### src/rtl/inv_sub_bytes_iter.sv
// inv_sub_bytes_iter: iterative AES InvSubBytes over a 128-bit state.
// LANES bytes are substituted per cycle, so a block takes 16/LANES cycles.
// Optional build macro INV_SUB_BYTES_DUAL_EN adds a per-block decrypt select
// with a forward S-box beside each inverse S-box.
// The S-boxes are computed arithmetically: GF(2^8) inverse plus the AES affine map.

package inv_sub_bytes_pkg;

  // GF(2^8) multiply modulo x^8 + x^4 + x^3 + x + 1.
  function automatic logic [7:0] gfMul(input logic [7:0] a, input logic [7:0] b);
    logic [7:0] acc;
    logic [7:0] x;
    acc = '0;
    x   = a;
    for (int i = 0; i < 8; i++) begin
      if (b[i]) acc = acc ^ x;
      x = {x[6:0], 1'b0} ^ (x[7] ? 8'h1b : 8'h00);
    end
    return acc;
  endfunction

  // Multiplicative inverse as a^254; maps 0 to 0.
  function automatic logic [7:0] gfInv(input logic [7:0] a);
    logic [7:0] sq;
    logic [7:0] r;
    sq = a;
    r  = 8'h01;
    for (int i = 1; i < 8; i++) begin
      sq = gfMul(sq, sq);
      r  = gfMul(r, sq);
    end
    return r;
  endfunction

  function automatic logic [7:0] rotl(input logic [7:0] b, input int n);
    logic [15:0] d;
    d = {b, b} << n;
    return d[15:8];
  endfunction

  function automatic logic [7:0] sboxFwd(input logic [7:0] a);
    logic [7:0] b;
    b = gfInv(a);
    return b ^ rotl(b, 1) ^ rotl(b, 2) ^ rotl(b, 3) ^ rotl(b, 4) ^ 8'h63;
  endfunction

  function automatic logic [7:0] sboxInv(input logic [7:0] a);
    return gfInv(rotl(a, 1) ^ rotl(a, 3) ^ rotl(a, 6) ^ 8'h05);
  endfunction

endpackage

// Inverse S-box, combinational.
module inv_sbox (
  input  logic [7:0] a,
  output logic [7:0] y
);
  assign y = inv_sub_bytes_pkg::sboxInv(a);
endmodule

`ifdef INV_SUB_BYTES_DUAL_EN
// Forward S-box, combinational.
module sbox (
  input  logic [7:0] a,
  output logic [7:0] y
);
  assign y = inv_sub_bytes_pkg::sboxFwd(a);
endmodule
`endif

module inv_sub_bytes_iter #(
  parameter int LANES = 4
) (
  input  logic         clk,
  input  logic         rst,
  input  logic         inValid,
  output logic         inReady,
  input  logic [127:0] bytesIn,
`ifdef INV_SUB_BYTES_DUAL_EN
  input  logic         decrypt,
`endif
  output logic         outValid,
  input  logic         outReady,
  output logic [127:0] bytesOut,
  output logic         busy
);

  localparam int STEPS = 16 / LANES;
  localparam int CW    = (STEPS > 1) ? $clog2(STEPS) : 1;

  if (!(LANES == 1 || LANES == 2 || LANES == 4 || LANES == 8 || LANES == 16)) begin : gBadLanes
    $error("inv_sub_bytes_iter: LANES must be 1, 2, 4, 8 or 16");
  end

  typedef enum logic [1:0] {IDLE, BUSY, DONE} fsmState;

  fsmState          state;
  fsmState          stateNext;
  logic [CW-1:0]    step;
  logic [15:0][7:0] work;     // element 15 is byte 0 (bits 127:120)
  logic [15:0][7:0] workSub;
  logic [3:0]       laneIdx [LANES];
  logic [7:0]       laneOut [LANES];
  logic             accept;
  logic             handoff;
  logic             lastStep;
`ifdef INV_SUB_BYTES_DUAL_EN
  logic             decMode;
`endif

  assign accept   = inValid && inReady;
  assign handoff  = outValid && outReady;
  assign lastStep = (step == CW'(STEPS - 1));

  // One substitution lane per S-box; lane l handles byte step*LANES+l.
  for (genvar l = 0; l < LANES; l++) begin : gLane
    logic [7:0] invOut;
    assign laneIdx[l] = 4'(15 - (int'(step) * LANES + l));
    inv_sbox uInv (.a(work[laneIdx[l]]), .y(invOut));
`ifdef INV_SUB_BYTES_DUAL_EN
    logic [7:0] fwdOut;
    sbox uFwd (.a(work[laneIdx[l]]), .y(fwdOut));
    assign laneOut[l] = decMode ? invOut : fwdOut;
`else
    assign laneOut[l] = invOut;
`endif
  end

  // Merge this step's substituted lanes back into the work value.
  always_comb begin
    // NOTE: default first so every path assigns workSub and no latch is inferred.
    workSub = work;
    for (int l = 0; l < LANES; l++) workSub[laneIdx[l]] = laneOut[l];
  end

  // Next-state logic for the IDLE -> BUSY -> DONE loop.
  always_comb begin
    stateNext = state;
    unique case (state)
      IDLE:    if (accept)   stateNext = BUSY;
      BUSY:    if (lastStep) stateNext = DONE;
      DONE:    if (handoff)  stateNext = IDLE;
      default:               stateNext = IDLE;
    endcase
  end

  // State register with registered handshake flags derived from the next state.
  always_ff @(posedge clk or posedge rst) begin
    if (rst) begin
      // NOTE: sequential state uses non-blocking assignments so all flops update together.
      state    <= IDLE;
      inReady  <= 1'b0;
      outValid <= 1'b0;
      busy     <= 1'b0;
    end else begin
      state    <= stateNext;
      inReady  <= (stateNext == IDLE);
      outValid <= (stateNext == DONE);
      busy     <= (stateNext != IDLE);
    end
  end

  // Datapath: latch on accept, substitute one slice per BUSY cycle, publish at the end.
  always_ff @(posedge clk or posedge rst) begin
    if (rst) begin
      // NOTE: the work register is reset so an aborted block can never leak into bytesOut.
      work     <= '0;
      step     <= '0;
      bytesOut <= '0;
`ifdef INV_SUB_BYTES_DUAL_EN
      decMode  <= 1'b1;
`endif
    end else if (accept) begin
      work     <= bytesIn;
      step     <= '0;
`ifdef INV_SUB_BYTES_DUAL_EN
      decMode  <= decrypt;
`endif
    end else if (state == BUSY) begin
      work <= workSub;
      if (lastStep) bytesOut <= workSub;
      else          step     <= step + 1'b1;
    end
  end

endmodule

### config.mk
export PLATFORM = sky130hd
export DESIGN_NAME = inv_sub_bytes_iter
export DESIGN_NICKNAME = d
export VERILOG_FILES = /design/src/rtl/inv_sub_bytes_iter.sv
export SDC_FILE = /design/constraint.sdc
export NUM_CORES = 2
export LEC_CHECK = 0
export CORE_ASPECT_RATIO = 0.6
export CORE_MARGIN = 4
export CORE_UTILIZATION = 41
export DETAILED_ROUTE_END_ITERATION = 7
export GPL_TIMING_DRIVEN = 0
export PLACE_DENSITY = 0.58
export SYNTH_ARGS = -nofsm -noshare
export SYNTH_HDL_FRONTEND = slang
export SYNTH_SLANG_ARGS = --single-unit
### constraint.sdc
create_clock -name clk -period 19.4 [get_ports clk]
set_input_delay 4.85 -clock clk [delete_from_list [all_inputs] [get_ports clk]]
set_output_delay 4.85 -clock clk [all_outputs]
set_load 0.05 [all_outputs]
### Word level (Yosys, flattened, before mapping)

Index checks and enable logic that the tools add are counted.

| word-level totals | value |
|---|---|
| bits in registers | 263 |
| bits of input ports | 132 |
| output and inout bits | 131 |

| operators by class | value |
|---|---|
| $add $sub $neg | 8 |
| magnitude comparators | 8 |
| eq/ne operators | 5 |
| multiplexer cells | 841 |
| bitwise logic cells | 769 |
| reduce and logical (&&, ||, !) cells | 12 |

Operators with widths:

| kind | number |
|---|---|
| XOR 8 bit | 736 |
| two-way mux 8 bit | 428 |
| two-way mux 5 bit | 368 |
| bitwise mux 128 bit | 4 |
| two-way mux 128 bit | 2 |
| binary-select mux 8 bit (select 4 bit) | 4 |
| demux 8 bit (select 4 bit) | 4 |
| two-way mux 7 bit | 4 |
| inverter 1 bit (first input constant) | 28 |
| two-way mux 6 bit | 4 |
| less-than comparator 4 x 5 -> 1 bit (second input constant) | 4 |
| two-way mux 2 bit | 10 |
| >= comparator 4 x 1 -> 1 bit (second input constant) | 4 |
| two-way mux 4 bit | 4 |
| subtractor 4 bit (first input constant) | 4 |
| two-way mux 3 bit | 4 |
| adder 4 x 2 -> 4 bit (second input constant) | 2 |
| inverter 2 bit | 4 |
| == test 2 bit (second input constant) | 3 |
| logical AND 1 bit | 6 |
| one-hot mux 2 bit (3 select lines) | 1 |
| adder 4 x 1 -> 4 bit (second input constant) | 1 |
| logical NOT 2 bit | 2 |
| two-way mux 1 bit | 4 |
| other kinds (7) | 8 |

### Depth between registers and ports, before layout

| depth | value |
|---|---|
| depth in word-level cells | 138 |
| depth in mapped cells | 78 |

### Cells and area by module

From an unflattened synthesis, not the netlist that was laid out.

| unflattened totals | value |
|---|---|
| cell total of the unflattened synthesis | 9,871 |
| area, all modules | 74,691.6 um^2 |

Modules (own cells, without submodules):

| module | times used | cells each | area an instance (um^2) | sequential area each (um^2) |
|---|---|---|---|---|
| inv_sbox | 4 | 2,149 | 15,462.3 | 0.0 |
| inv_sub_bytes_iter | 1 | 1,275 | 12,842.3 | 6,581.3 |

### Worst setup path before layout

No wires, ideal clock.

| path | value |
|---|---|
| path type | register to register |
| start | reg step[0] |
| end | reg work[33] in the netlist's numbering |
| data arrival time | 16,955 ps |
| data required time | 19,323 ps |
| setup slack | 2,368 ps |
| cell stages (with the launch flop) | 73 |
| path through | dfrtp_1 > buf_6 > buf_8 > buf_6 > mux4_2 > xnor3_1 > buf_2 > inv_1 > ha_1 > clkbuf_1 > o31ai_1 > o21ai_1 > xnor3_2 > inv_2 > buf_2 > buf_1 > ha_1 > buf_1 > [... 37 more ...] > xnor2_1 > mux4_2 > xnor2_1 > o211ai_1 > a22oi_1 > xor2_1 > buf_4 > nor3_1 > a21oi_1 > xor2_1 > xnor2_1 > clkinv_1 > a221o_1 > a221o_1 > xor2_1 > xnor2_1 > mux2i_1 > o21ai_1 |

| between the ends | value |
|---|---|
| cells in the longest elaborated chain, start to end | 136 |
| elaborated cells between the ends (all ways) | 1,593 |
| classes of those cells | add/sub (7); order compare (8); mux (834); bitwise (740); reduce/logical (4) |

RTL lines:

| what | line | RTL |
|---|---|---|
| start: declaration | 99 | `logic [CW-1:0] step;` |
| start signal: assignment | 182 | `else step <= step + 1'b1;` |
| adder 4 x 1 -> 4 bit or subtractor 4 bit (tied branches) | 118 | `assign laneIdx[l] = 4'(15 - (int'(step) * LANES + l));` |
| subtractor 4 bit or binary-select mux 8 bit (select 4 bit) (tied branches) | 118, 119 |  |
| binary-select mux 8 bit (select 4 bit) or two-way mux 8 bit (tied branches) | 119 | `inv_sbox uInv (.a(work[laneIdx[l]]), .y(invOut));` |
| two-way mux 8 bit (not written as such) or XOR 8 bit (tied branches) | 119, 48 |  |
| XOR 8 bit | 48 | `return gfInv(rotl(a, 1) ^ rotl(a, 3) ^ rotl(a, 6) ^ 8'h05);` |
| XOR 8 bit or inverter 2 bit (tied branches) | - |  |
| inverter 2 bit (no line) or two-way mux 8 bit (tied branches) | - |  |
| two-way mux 8 bit or XOR 8 bit (tied branches) | 16 | `if (b[i]) acc = acc ^ x;` |
| [... 119 more ...] | - |  |
| XOR 8 bit or two-way mux 8 bit (tied branches) | 16 |  |
| two-way mux 8 bit or XOR 8 bit (tied branches) | 16 |  |
| XOR 8 bit or two-way mux 8 bit (tied branches) | 16 |  |
| two-way mux 8 bit or bitwise mux 128 bit (tied branches) | 16, 133 |  |
| bitwise mux 128 bit (2 in a row) | 133 | `for (int l = 0; l < LANES; l++) workSub[laneIdx[l]] = laneOut[l];` |
| bitwise mux 128 bit * | 133 |  |
| two-way mux 128 bit * | 179 | `end else if (state == BUSY) begin` |
| two-way mux 128 bit * | 173 | `end else if (accept) begin` |
| end signal: assignment | 174 | `work <= bytesIn;` |
| end signal: assignment | 180 | `work <= workSub;` |
| end: declaration | 100 | `logic [15:0][7:0] work;` |

Mark *: on every way between the ends. The rest lies on a longest branch, timed or not. The select of a mux whose other input is x is not followed.
A chain may end at the register's enable or synchronous reset.

### Worst setup path after layout

| path | value |
|---|---|
| start | reg step[0] |
| end | reg bytesOut[66] |

| between the ends | value |
|---|---|
| cells in the longest elaborated chain, start to end | 133 |
| elaborated cells between the ends (all ways) | 1,589 |
| classes of those cells | add/sub (7); order compare (8); eq/ne (1); mux (828); bitwise (740); reduce/logical (5) |

RTL lines:

| what | line | RTL |
|---|---|---|
| adder 4 x 1 -> 4 bit or subtractor 4 bit (tied branches) | 118 |  |
| subtractor 4 bit or binary-select mux 8 bit (select 4 bit) (tied branches) | 118, 119 |  |
| binary-select mux 8 bit (select 4 bit) or two-way mux 8 bit (tied branches) | 119 |  |
| two-way mux 8 bit (not written as such) or XOR 8 bit (tied branches) | 119, 48 |  |
| XOR 8 bit | 48 |  |
| XOR 8 bit, or another cell as far along | 48 |  |
| two-way mux 5 bit, or another cell as far along | 17 | `x = {x[6:0], 1'b0} ^ (x[7] ? 8'h1b : 8'h00);` |
| XOR 8 bit, or another cell as far along | 17 |  |
| [... 115 more ...] | - |  |
| two-way mux 8 bit or XOR 8 bit (tied branches) | 16 |  |
| XOR 8 bit or two-way mux 8 bit (tied branches) | 16 |  |
| two-way mux 8 bit or XOR 8 bit (tied branches) | 16 |  |
| XOR 8 bit or two-way mux 8 bit (tied branches) | 16 |  |
| two-way mux 8 bit or XOR 8 bit (tied branches) | 16 |  |
| XOR 8 bit or two-way mux 8 bit (tied branches) | 16 |  |
| two-way mux 8 bit or bitwise mux 128 bit (tied branches) | 16, 133 |  |
| bitwise mux 128 bit (3 in a row) | 133 |  |
| end signal: assignment | 181 | `if (lastStep) bytesOut <= workSub;` |
| end: declaration | 84 | `output logic [127:0] bytesOut,` |

Parallel ways exist; a longest one is shown, timed or not. The select of a mux whose other input is x is not followed.

==> flow_metrics.py <==
metrics = {
    "critical_path": {
        "required_ps": 19950,
        "crit_fanout": 10,
        "cp-start-kind": "register",
        "cp_slowest_stage_delay_ps": 640,
        "r2r_cells": 72,
        "path_class": "reg -> reg",
        "r2r_slack_ps": 740,
        "critPathSlowestCell": "mux4_2",
        "cp.arrival_ps": 19220,
        "rr_endpoint": "bytesOut[66]$_DFFE_PP0P_",
        "end_kind": "register",
        "reg2reg_from": "step[0]$_DFFE_PP0P_",
        "cpMostUsedCell": "xnor2_1",
    },
    "final_layout": {
        "final_nets": 9786,
        "fillers": 16918,
        "drive_above_1_share": 0.1035,
        "syn2layout_area_growth_pct": 13.22,
    },
    "die": {
        "die_x_um": 541.1,
        "core-area_um2": 169500,
        "dieArea_um2": 177400,
        "start_util": 0.4124,
        "die_h_um": 327.9,
        "pin_count": 263,
        "core.rowCount": 117,
    },
    "flow_run": {
        "maxCapViolations": 1,
    },
    "synthesis": {
        "async_flop_share": 1.000,
        "synth_nets": 9431,
        "yosys_warnings": 0,
        "synth_cell_type_count": 117,
        "synth_ff_type": "dfrtp_1",
        "synth_edf_count": 0,
        "netlist_area_um2": 69920,
        "ys_seq_elements": 263,
        "avgSynthCellArea_um2": 7.545,
        "netlist_instances": 9267,
        "yosysSeqAreaShare": 0.09413,
    },
    "sta": {
        "final-hold-violation-count": 0,
        "relSlewSlack": -0.06449,
        "holdWs_ps": 477.7,
        "final_max_slew_viol_count": 11,
        "tightest_slew_ps": 1597,
        "setup_viol": 0,
        "finalCritPeriodShare": 0.9621,
        "final.min_clock_period_ps": 18660,
        "setup-tns-final_ps": 0,
        "fmax_mhz": 53.58,
        "clock_skew_ps": 28.82,
    },
    "clocking": {
        "cts_inserted_buffers": 29,
        "clock_path_buffers": 3,
        "path_clk_slew_ps": 70,
        "cts_hold_buffers": 0,
        "cts_max_level": 1,
        "clkLatencyLatePin_ps": 630,
        "cts_root_buffer": "clkbuf_16",
        "cts_tree": "yes",
        "cts.sinks": 263,
    },
    "min_path": {
        "hold_depth": 2,
        "hold_path.class": "reg -> reg",
        "min_from": "bytesOut[7]$_DFFE_PP0P_",
        "hold_path_end": "bytesOut[7]$_DFFE_PP0P_",
    },
    "drt": {
        "antenna_left": 0,
        "wirelength_um": 276300,
        "via_count": 71133,
        "drc_errors": 0,
        "viasPerCell": 5.973,
        "first_iter_violations": 9685,
        "wl_per_cell_um": 23.20,
        "dr.pass1.iters": 6,
    },
    "run_status": {
        "violations": "capacitance limit, slew limit",
        "status": "finished with violations",
    },
    "grt": {
        "grt_max_degree": 121,
        "antenna_found_initial": 7,
        "grt_pass1_wl_um": 413000,
        "gr-usage-all-layers": 0.2938,
        "first_global_vias": 64602,
        "grt_overflow": 0,
    },
    "placed_design": {
        "dp_hpwl_um": 216000,
        "gp_congestion": 0.9838,
        "io_buffers": 262,
    },
}
==> synthesized netlist by cell type (39+ instances only) <==
cell      number  share of area
nand2_1     1017          0.055
mux2_2        61         0.0098
nand2b_1      57         0.0051
or3_1         41         0.0037
o31ai_1       43         0.0046
o21ai_1      141          0.010
xor2_1       454          0.057
o211ai_1      61         0.0065
nor2b_1       58         0.0052
nor2_1      1201          0.064
xnor2_2      131          0.030
o22ai_1      127          0.011
xnor3_1      164          0.053
a211oi_1      59         0.0063
mux4_2        39          0.013
buf_1         61         0.0033
and3_1        46         0.0041
a31oi_1       83         0.0074
xor2_2        49          0.011
clkbuf_1     401          0.022
a22oi_1       54         0.0058
buf_2        134         0.0096
nand3_1      190          0.014
and2_1        48         0.0043
inv_1         92         0.0049
o21a_1        44         0.0047
dfrtp_1      263          0.094
a21oi_1      535          0.038
o21ai_0      489          0.035
nor3_1       225          0.016
a21o_1        92         0.0099
mux2i_1      349          0.050
buf_4         47         0.0050
xnor2_4       49          0.019
xnor2_1     1772           0.22
==> logic make-up (layout without fill, tap and decap cells) <==
logic type               after synthesis  after routing  synth area share
other                                  0              3                 0
XOR/XNOR                            2673           2673            0.4116
buffers and inverters                786           1164           0.04860
AND/OR/NAND/NOR                     3013           3013            0.1842
adder cells (fa/ha/maj)               39             39          0.006729
multiplexers                         454            454           0.07326
flip-flops                           263            263           0.09413
AO/OA/AOI/OAI                       2039           2039            0.1814
==> flip-flops by register name (all words and copies together), names as in the netlist <==
signal and flops:
bytesOut 128, state 2, busy 1, step 2, outValid 1, inReady 1
work 128
==> layer usage <==
layer	vias to the layer above	share of wire	GRT usage
met1	34527	0.47	0.4660
met3	332	0.12	0.06293
li1	32405	-	-
met5	-	0.000062	0
met2	3865	0.39	0.3982
met4	4	0.023	0.05873
==> final cells by class <==
| type | count | area [um^2] | share of cell area |
|---|---|---|---|
| antenna | 3 | 7.507 | 0.00009483 |
| buffer | 648 | 2977 | 0.03760 |
| clock buffer | 37 | 795.8 | 0.01005 |
| clock inverter | 17 | 229.0 | 0.002892 |
| inverter | 130 | 500.5 | 0.006322 |
| multi-input combinational | 8218 | 61940 | 0.7825 |
| sequential | 263 | 6583 | 0.08315 |
| tap | 2261 | 2829 | 0.03574 |
| timing repair buffer | 332 | 3301 | 0.04169 |
==> how the worst max path moves through the flow <==
| stage | start | to | cells after the start |
|---|---|---|---|
| 5_1_grt | step[0]$_DFFE_PP0P_ | work[35]$_DFFE_PP0P_ | 74 |
| 3_3_place_gp | step[0]$_DFFE_PP0P_ | bytesOut[33]$_DFFE_PP0P_ | 73 |
| 6_report | step[0]$_DFFE_PP0P_ | bytesOut[66]$_DFFE_PP0P_ | 72 |
| 4_1_cts | step[1]$_DFFE_PP0P_ | bytesOut[88]$_DFFE_PP0P_ | 70 |
| 3_5_place_dp | step[0]$_DFFE_PP0P_ | bytesOut[33]$_DFFE_PP0P_ | 72 |
| 2_1_floorplan | step[0]$_DFFE_PP0P_ | work[33]$_DFFE_PP0P_ | 72 |
==> layout by cell type, fill, tap and decap left out, types with 90 or more instances in the layout <==
| cell type | n |
|---|---|
| nand2_1 | 1016 |
| xnor3_1 | 159 |
| xnor2_2 | 203 |
| o21ai_1 | 145 |
| xnor2_1 | 1660 |
| nor2_1 | 1196 |
| o22ai_1 | 127 |
| mux2i_1 | 343 |
| a21o_1 | 92 |
| buf_4 | 104 |
| nand3_1 | 189 |
| xor2_1 | 418 |
| buf_2 | 127 |
| o21ai_0 | 483 |
| clkdlybuf4s50_1 | 262 |
| dfrtp_1 | 262 |
| clkbuf_1 | 370 |
| nor3_1 | 222 |
| inv_1 | 90 |
| a21oi_1 | 533 |
==> worst max-delay path: cells and delay by family, from the launching register on <==
kind / cells / cell delay [ps]
multiplexers: 9 / 2610
buffers and inverters: 15 / 3990
adder cells (fa/ha/maj): 4 / 1560
flip-flops: 1 / 450
XOR/XNOR: 25 / 6570
AO/OA/AOI/OAI: 12 / 2230
AND/OR/NAND/NOR: 7 / 1050
==> metrics by stage <==
step / util / cells / area [um^2] / worst slack, ps
finish: 0.4670 / 11909 / 79160 / 735.2
global route: 0.4669 / 11906 / 79160 / -122.8
CTS: 0.4569 / 11856 / 77460 / 6.954
detailed placement: 0.4451 / 11792 / 75450 / -3716
global placement: 0.4446 / 11790 / 75370 / -3871
floorplan: - / 9267 / 69920 / 2368
==> repair_timing <==
item	CTS	global route
resized for setup	123	232
setup endpoints to repair	256	256
buffers inserted	17	51
pin swaps	18	36
gates cloned	0	0
hold endpoints to repair	0	0
Power is not shown: default switching activity piles up to over one toggle a cycle in this logic, so the estimate is an artifact.
